$ cat config.mk
export PLATFORM = sky130hd
export DESIGN_NAME = dma_copy_engine
export DESIGN_NICKNAME = d
export VERILOG_FILES = /design/src/rtl/dma_pkg.sv /design/src/rtl/dma_copy_engine.sv
export SDC_FILE = /design/constraint.sdc
export NUM_CORES = 1
export LEC_CHECK = 0
export BUFFER_PORTS_ARGS = -buffer_cell sky130_fd_sc_hd__buf_2
export CAP_MARGIN = 20
export CORE_AREA = 2 2 214 216
export CTS_BUF_LIST = sky130_fd_sc_hd__clkbuf_4
export DETAILED_ROUTE_END_ITERATION = 8
export DIE_AREA = 0 0 216 218
export MAX_ROUTING_LAYER = met4
export PLACE_DENSITY_LB_ADDON = 0.05
export SETUP_SLACK_MARGIN = 0.5
export SLEW_MARGIN = 20
export SYNTH_ARGS = -nofsm -noshare
export SYNTH_HDL_FRONTEND = slang
export SYNTH_SLANG_ARGS = --single-unit
$ cat constraint.sdc
create_clock -name clk -period 3.2 [get_ports clk]
set_input_delay 0.8 -clock clk [delete_from_list [all_inputs] [get_ports clk]]
set_output_delay 0.8 -clock clk [all_outputs]
set_load 0.01 [all_outputs]
$ cat src/rtl/dma_pkg.sv
// Shared definitions for the DMA copy engine: FSM state encoding and
// default sizing parameters.
package dma_pkg;

    localparam int DMA_LEN_W  = 16;
    localparam int DMA_STRIDE = 8;

    typedef enum logic [2:0] {
        ST_IDLE    = 3'd0,
        ST_RD_REQ  = 3'd1,
        ST_RD_GNT  = 3'd2,
        ST_RD_DATA = 3'd3,
        ST_WR_REQ  = 3'd4,
        ST_WR_GNT  = 3'd5,
        ST_FINISH  = 3'd6
    } dma_state_e;

endpackage

$ cat src/rtl/dma_copy_engine.sv
// Single-word-at-a-time DMA copy engine: read src word, write it to dst, repeat.
// Optional macro DMA_FILL_EN adds a fill mode that writes a constant word.
module dma_copy_engine
    import dma_pkg::*;
#(
    parameter int LEN_W  = DMA_LEN_W,
    parameter int STRIDE = DMA_STRIDE
) (
    input  logic             clk,
    input  logic             rst,
    input  logic             start,
    input  logic [63:0]      src_addr,
    input  logic [63:0]      dst_addr,
    input  logic [LEN_W-1:0] len,
`ifdef DMA_FILL_EN
    input  logic             fill_mode,
    input  logic [63:0]      fill_data,
`endif
    output logic             busy,
    output logic             done,
    output logic             req_dma,
    output logic             we_dma,
    output logic [63:0]      addr_dma,
    output logic [63:0]      wdata_dma,
    input  logic             gnt_dma,
    input  logic             valid_dma,
    input  logic [63:0]      rdata_dma
);

    localparam logic [63:0] STEP = 64'(STRIDE);

    dma_state_e       state;
    logic [63:0]      cur_src;
    logic [63:0]      cur_dst;
    logic [LEN_W-1:0] remaining;
    logic [63:0]      buffer;
    logic             fill_q;
    logic [63:0]      fill_word_q;

`ifdef DMA_FILL_EN
    always_ff @(posedge clk) begin
        if (rst) begin
            fill_q      <= 1'b0;
            fill_word_q <= '0;
        end else if (state == ST_IDLE && start) begin
            fill_q      <= fill_mode;
            fill_word_q <= fill_data;
        end
    end
`else
    assign fill_q      = 1'b0;
    assign fill_word_q = '0;
`endif

    assign wdata_dma = buffer;

    // Request outputs are registered and coincide with the *_REQ state, so a
    // request is always followed by a GNT cycle with req low.
    always_ff @(posedge clk) begin
        if (rst) begin
            state     <= ST_IDLE;
            busy      <= 1'b0;
            done      <= 1'b0;
            req_dma   <= 1'b0;
            we_dma    <= 1'b0;
            addr_dma  <= '0;
            cur_src   <= '0;
            cur_dst   <= '0;
            remaining <= '0;
            buffer    <= '0;
        end else begin
            req_dma <= 1'b0;
            done    <= 1'b0;
            case (state)
                ST_IDLE: begin
                    if (start) begin
                        cur_src   <= src_addr;
                        cur_dst   <= dst_addr;
                        remaining <= len;
                        busy      <= 1'b1;
                        if (len == '0) begin
                            state <= ST_FINISH;
`ifdef DMA_FILL_EN
                        end else if (fill_mode) begin
                            state    <= ST_WR_REQ;
                            req_dma  <= 1'b1;
                            we_dma   <= 1'b1;
                            addr_dma <= dst_addr;
                            buffer   <= fill_data;
`endif
                        end else begin
                            state    <= ST_RD_REQ;
                            req_dma  <= 1'b1;
                            we_dma   <= 1'b0;
                            addr_dma <= src_addr;
                        end
                    end
                end
                ST_RD_REQ: state <= ST_RD_GNT;
                ST_RD_GNT: begin
                    if (gnt_dma) begin
                        state <= ST_RD_DATA;
                    end else begin
                        state   <= ST_RD_REQ;
                        req_dma <= 1'b1;
                    end
                end
                ST_RD_DATA: begin
                    if (valid_dma) begin
                        buffer   <= rdata_dma;
                        state    <= ST_WR_REQ;
                        req_dma  <= 1'b1;
                        we_dma   <= 1'b1;
                        addr_dma <= cur_dst;
                    end
                end
                ST_WR_REQ: state <= ST_WR_GNT;
                ST_WR_GNT: begin
                    if (gnt_dma) begin
                        cur_src   <= cur_src + STEP;
                        cur_dst   <= cur_dst + STEP;
                        remaining <= remaining - 1'b1;
                        if (remaining == LEN_W'(1)) begin
                            state <= ST_FINISH;
                        end else if (fill_q) begin
                            state    <= ST_WR_REQ;
                            req_dma  <= 1'b1;
                            we_dma   <= 1'b1;
                            addr_dma <= cur_dst + STEP;
                            buffer   <= fill_word_q;
                        end else begin
                            state    <= ST_RD_REQ;
                            req_dma  <= 1'b1;
                            we_dma   <= 1'b0;
                            addr_dma <= cur_src + STEP;
                        end
                    end else begin
                        state   <= ST_WR_REQ;
                        req_dma <= 1'b1;
                    end
                end
                ST_FINISH: begin
                    done  <= 1'b1;
                    busy  <= 1'b0;
                    state <= ST_IDLE;
                end
                default: state <= ST_IDLE;
            endcase
        end
    end

endmodule
=== After elaboration in Yosys (flattened, before gate mapping) ===
Index checks and enable logic that the tools add are counted.

* Bits of input ports: 213
* Output and inout port bits: 132
* Bits in registers: 279

* Add/subtract/negate cells: 3
* Muxes and demuxes: 38
* Equal/unequal tests: 12
* Reductions and logical operators: 10

{| class="wikitable"
|+ Operators by type and width
! cell !! number
|-
| 2-to-1 mux 64 bit || 9
|-
| case mux 64 bit (2 select lines) || 2
|-
| case mux 64 bit (3 select lines) || 1
|-
| adder 64 x 4 -> 64 bit (second input constant) || 2
|-
| 2-to-1 mux 16 bit || 2
|-
| case mux 16 bit (2 select lines) || 1
|-
| case mux 3 bit (6 select lines) || 1
|-
| == test 16 x 1 -> 1 bit (second input constant) || 1
|-
| logical NOT 16 bit || 1
|-
| subtractor 16 x 1 -> 16 bit (second input constant) || 1
|-
| 2-to-1 mux 3 bit || 5
|-
| 2-to-1 mux 1 bit || 13
|-
| inequality test 2 bit (second input constant) || 5
|-
| == test 3 bit (second input constant) || 3
|-
| == test 3 x 2 -> 1 bit (second input constant) || 2
|-
| AND reduction 2 bit || 3
|-
| AND reduction 6 bit || 1
|-
| case mux 1 bit (4 select lines) || 1
|-
| nonzero test 2 bit || 2
|-
| == test 3 x 1 -> 1 bit (second input constant) || 1
|-
| logical NOT 3 bit || 1
|-
| case mux 1 bit (3 select lines) || 1
|-
| AND reduction 3 bit || 1
|-
| nonzero test 3 bit || 1
|-
| other kinds (2) || 2
|}

=== Depth between registers and ports, before layout ===
* Depth in word-level cells: 4
* Gate-level depth with buffers: 10
* Mapped depth without buffers: 8

=== Worst setup path after synthesis ===
Ideal clock, no wire load.

* Path kind: input to register
* From: input start
* To: register cur_src[13]
* Setup slack: 0.481 ns
* Stages: 6
* Data arrival time: 2.583 ns
* Buffers on the path: 3
* Data required time: 3.063 ns
* Setup time: 0.137 ns
* Path through: or3b_2 > a21oi_1 > clkbuf_1 > clkbuf_1 > buf_1 > a31oi_1

* Word-level cells in the longest chain between the ends: 2

{| class="wikitable"
|+ RTL lines
! item !! RTL line !! RTL
|-
| start, declared || dma_copy_engine.sv:11 || <nowiki>input logic start,</nowiki>
|-
| inequality test 2 bit (no source line) || -- ||
|-
| AND reduction 3 bit (no source line) || -- ||
|-
| end signal, assigned || dma_copy_engine.sv:77 || <nowiki>cur_src <= src_addr;</nowiki>
|-
| end signal, assigned || dma_copy_engine.sv:120 || <nowiki>cur_src <= cur_src + STEP;</nowiki>
|-
| end, declared || dma_copy_engine.sv:33 || <nowiki>logic [63:0] cur_src;</nowiki>
|}

Every way passes these cells.
A chain may end at the register's enable or synchronous reset.

=== Worst setup path after layout ===
* From: register remaining[7]
* To: register addr_dma[61]

* Word-level cells in the longest chain between the ends: 3

{| class="wikitable"
|+ RTL lines
! item !! RTL line !! RTL
|-
| start, declared || dma_copy_engine.sv:35 || <nowiki>logic [LEN_W-1:0] remaining;</nowiki>
|-
| start signal, assigned || dma_copy_engine.sv:79 || <nowiki>remaining <= len;</nowiki>
|-
| start signal, assigned || dma_copy_engine.sv:122 || <nowiki>remaining <= remaining - 1'b1;</nowiki>
|-
| == test 16 x 1 -> 1 bit || dma_copy_engine.sv:123 || <nowiki>if (remaining == LEN_W'(1)) begin</nowiki>
|-
| inequality test 2 bit (no source line) || -- ||
|-
| AND reduction 6 bit (no source line) || -- ||
|-
| end signal, assigned || dma_copy_engine.sv:114 || <nowiki>addr_dma <= cur_dst;</nowiki>
|-
| end signal, assigned || dma_copy_engine.sv:129 || <nowiki>addr_dma <= cur_dst + STEP;</nowiki>
|-
| end signal, assigned || dma_copy_engine.sv:135 || <nowiki>addr_dma <= cur_src + STEP;</nowiki>
|-
| end, declared || dma_copy_engine.sv:23 || <nowiki>output logic [63:0] addr_dma,</nowiki>
|}

Every way passes these cells.

==> results.json <==
{
  "grt_pass1_vias": 17201,
  "grt_usage_pct": 28.25,
  "ys_warn_count": 0,
  "portBuffers": 344,
  "dp_hpwl_um": 46780,
  "holdBufCountCts": 0,
  "async_reset_ff_share_pct": 0,
  "drtPass1Iterations": 6,
  "clockPowerShare_pct": 36.1,
  "seqCellArea_mm2": 0.005605,
  "worstPathRequired_ps": 3850,
  "grt_overflow": 0,
  "critical_path.startpoint_type": "flip-flop",
  "h-tree-depth": 3,
  "cts_tree": "done",
  "ys_seq_area_share_pct": 35.99,
  "routedWlPerCell_um": 21.34,
  "root_buffer": "clkbuf_4",
  "rows": 78,
  "die_y_um": 218,
  "end_kind": "flip-flop",
  "pwr-share-comb_pct": 18.5,
  "worst-r2r-cell-count": 7,
  "crit_arrival_ps": 3310,
  "relSlewSlack_pct": 47.92,
  "fin_tns_setup_ps": 0,
  "grt_setup_unrepaired": "true",
  "syn-num-nets": 2379,
  "cts.sinks": 279,
  "skew_ps": 48.02,
  "worstPathMaxFanout": 108,
  "p_sw_share_pct": 33.14,
  "num-fill-cells": 4803,
  "synth_edf_count": 0,
  "io_pins": 345,
  "first_iter_violations": 1598,
  "coreArea_mm2": 0.04489,
  "globalplace.congestion": 0.9064,
  "hold_depth": 3,
  "p_sw_w": 0.003050,
  "wirelength_um": 67060,
  "p_leak_nw": 7.534,
  "start_util_pct": 34.57,
  "worst_pin_slew_ps": 779.5,
  "yosysUniqueCellTypes": 75,
  "drive_gt1_share_pct": 23.77,
  "die_w_um": 216,
  "synth_seq_cells": 279,
  "peakVddDrop_v": 0.0002506,
  "slew_violations": 0,
  "ant_nets": 0,
  "powerDensity_mw_per_mm2": 479.7,
  "clkTransAtPathRegs_ps": 70,
  "grt_pass1_wl_um": 100700,
  "drt-vias-per-instance": 5.784,
  "place_inst": 2993,
  "clk_latency_ps": 820,
  "final_common_cell": "nand2_1",
  "finalSetupViolCount": 0,
  "antenna_found_initial": 11,
  "synth-main-ff-cell": "dfxtp_1",
  "synth_area_per_cell_um2": 7.179,
  "critical_path_class": "reg2reg",
  "dr_total_vias": 18179,
  "cts_made_buffers": 84,
  "status": "finished, final reports clean",
  "drcViolationCount": 0,
  "final-hold-violation-count": 0,
  "p_int_w": 0.006153,
  "stdcell_count": 3143,
  "syn_area_mm2": 0.01552,
  "cts_max_path_buffers": 3,
  "seqPwrFrac_pct": 45.4,
  "netlist_instances": 2162,
  "min_path_type": "in2reg",
  "die_area_mm2": 0.04709,
  "layout_common_cells": "nand2_1, buf_2, dfxtp_1, a21oi_1, nor2_1",
  "grt_max_degree": 109,
  "drv_cap": 0,
  "nets": 2703,
  "min_period_ps": 2660,
  "synthToLayoutAreaGrowth_pct": 23.61,
  "multi_input_area_mm2": 0.009258,
  "fin_crit_sh_pct": 83.14,
  "clock.fmax_mhz": 375.9
}
cell usage after synthesis (12+ instances only):
cell type / count / area [um2]
dfxtp_1: 279 / 5585
nand3_1: 72 / 360.4
inv_1: 17 / 63.81
a22oi_1: 47 / 352.8
a211oi_1: 27 / 202.7
nor4_1: 44 / 275.3
buf_1: 17 / 63.81
clkbuf_1: 163 / 611.8
or4_1: 17 / 127.6
or3_1: 16 / 100.1
a21oi_1: 237 / 1186
o21ai_0: 155 / 775.7
nor2_1: 199 / 747.0
a31oi_1: 71 / 444.2
and4_1: 24 / 210.2
a221oi_1: 19 / 166.4
nand4_1: 53 / 331.6
xor2_1: 15 / 131.4
a21o_1: 14 / 105.1
xnor2_1: 12 / 105.1
o211ai_1: 14 / 105.1
nand2_1: 368 / 1381
and2_1: 16 / 100.1
and3_1: 30 / 187.7
nor3_1: 55 / 275.3
o31ai_1: 23 / 172.7
kinds of logic (layout without fill, tap and decap cells):
logic type / Yosys count / count (layout) / share of synthesized area (%)
AO/OA/AOI/OAI: 700 / 700 / 27.82
XOR/XNOR: 27 / 27 / 1.524
adder cells (fa/ha/maj): 4 / 4 / 0.3225
buffers and inverters: 207 / 578 / 5.079
flip-flops: 279 / 279 / 35.99
multiplexers: 4 / 4 / 0.2660
other: 0 / 10 / 0
AND/OR/NAND/NOR: 941 / 941 / 29.00
worst max-delay path, cell delays in order (launching register included):
cell	delay, ps
dfxtp_1	350
or3_1	430
or4_4	460
nand4b_1	270
o21a_4	280
buf_12	180
o21ai_0	280
a31oi_1	60
area by class of cell:
type	instances	share of cell area (%)
Sequential cell	279	29.22
Clock inverter	14	0.2739
Tap cell	600	3.913
Timing Repair Buffer	427	13.21
Inverter	18	0.3522
Multi-Input combinational cell	1676	48.25
Clock buffer	119	4.656
Antenna cell	10	0.1304
state kept, by name, summed over array words and instances (netlist names):
name and cells:
busy 1, remaining 16, cur_src 64, addr_dma 64, cur_dst 64, req_dma 1
done 1, state 3, we_dma 1, wdata_dma 64
worst paths after layout:
kind | start | endpoint | slack (ps)
worst max-delay path | remaining[7]$_SDFFE_PP0P_ | addr_dma[61]$_SDFFE_PP0P_ | 540
worst min-delay path | dst_addr[2] | cur_dst[2]$_SDFFE_PP0P_ | 210
worst max register to register | remaining[7]$_SDFFE_PP0P_ | addr_dma[61]$_SDFFE_PP0P_ | 540
worst min register to register | wdata_dma[17]$_SDFFE_PP0P_ | wdata_dma[17]$_SDFFE_PP0P_ | 450
layer usage:
| layer | wire (um) | track usage (%) | vias up |
|---|---|---|---|
| met4 | 2123 | 11.46 | 0 |
| met3 | 5237 | 5.955 | 122 |
| met1 | 29560 | 36.64 | 8606 |
| met2 | 30140 | 42.83 | 781 |
| met5 | 0 | - | - |
| li1 | - | - | 8670 |
power by group through the flow:
stage | sequential (W) | clock [W] | combinational (W)
floorplan | 0.00413 | 0 | 0.000998
global placement | 0.00422 | 0 | 0.00167
detailed placement | 0.00423 | 0 | 0.00169
CTS | 0.00416 | 0.00344 | 0.00170
global route | 0.00422 | 0.00359 | 0.00188
finish | 0.00417 | 0.00332 | 0.00171
metrics by stage:
stage	worst slack [ps]	power [W]	cell area, um2	util, %	hold WS [ps]
after floorplan	561.8	0.005124	15520	-	436.0
after detailed placement	311.1	0.005920	18050	40.20	443.9
after global routing	486.5	0.009693	19190	42.74	196.6
after global placement	361.5	0.005898	18050	40.20	439.8
final	539.6	0.009203	19190	42.74	211.9
after CTS	500.1	0.009298	19030	42.39	148.7
what timing repair did:
item | CTS | global route
gates cloned | 0 | 1
setup endpoints to repair | 59 | 68
resized for setup | 8 | 37
pin swaps | 0 | 2
buffers inserted | 2 | 4
Note: power is estimated with default switching activity, not from simulation.
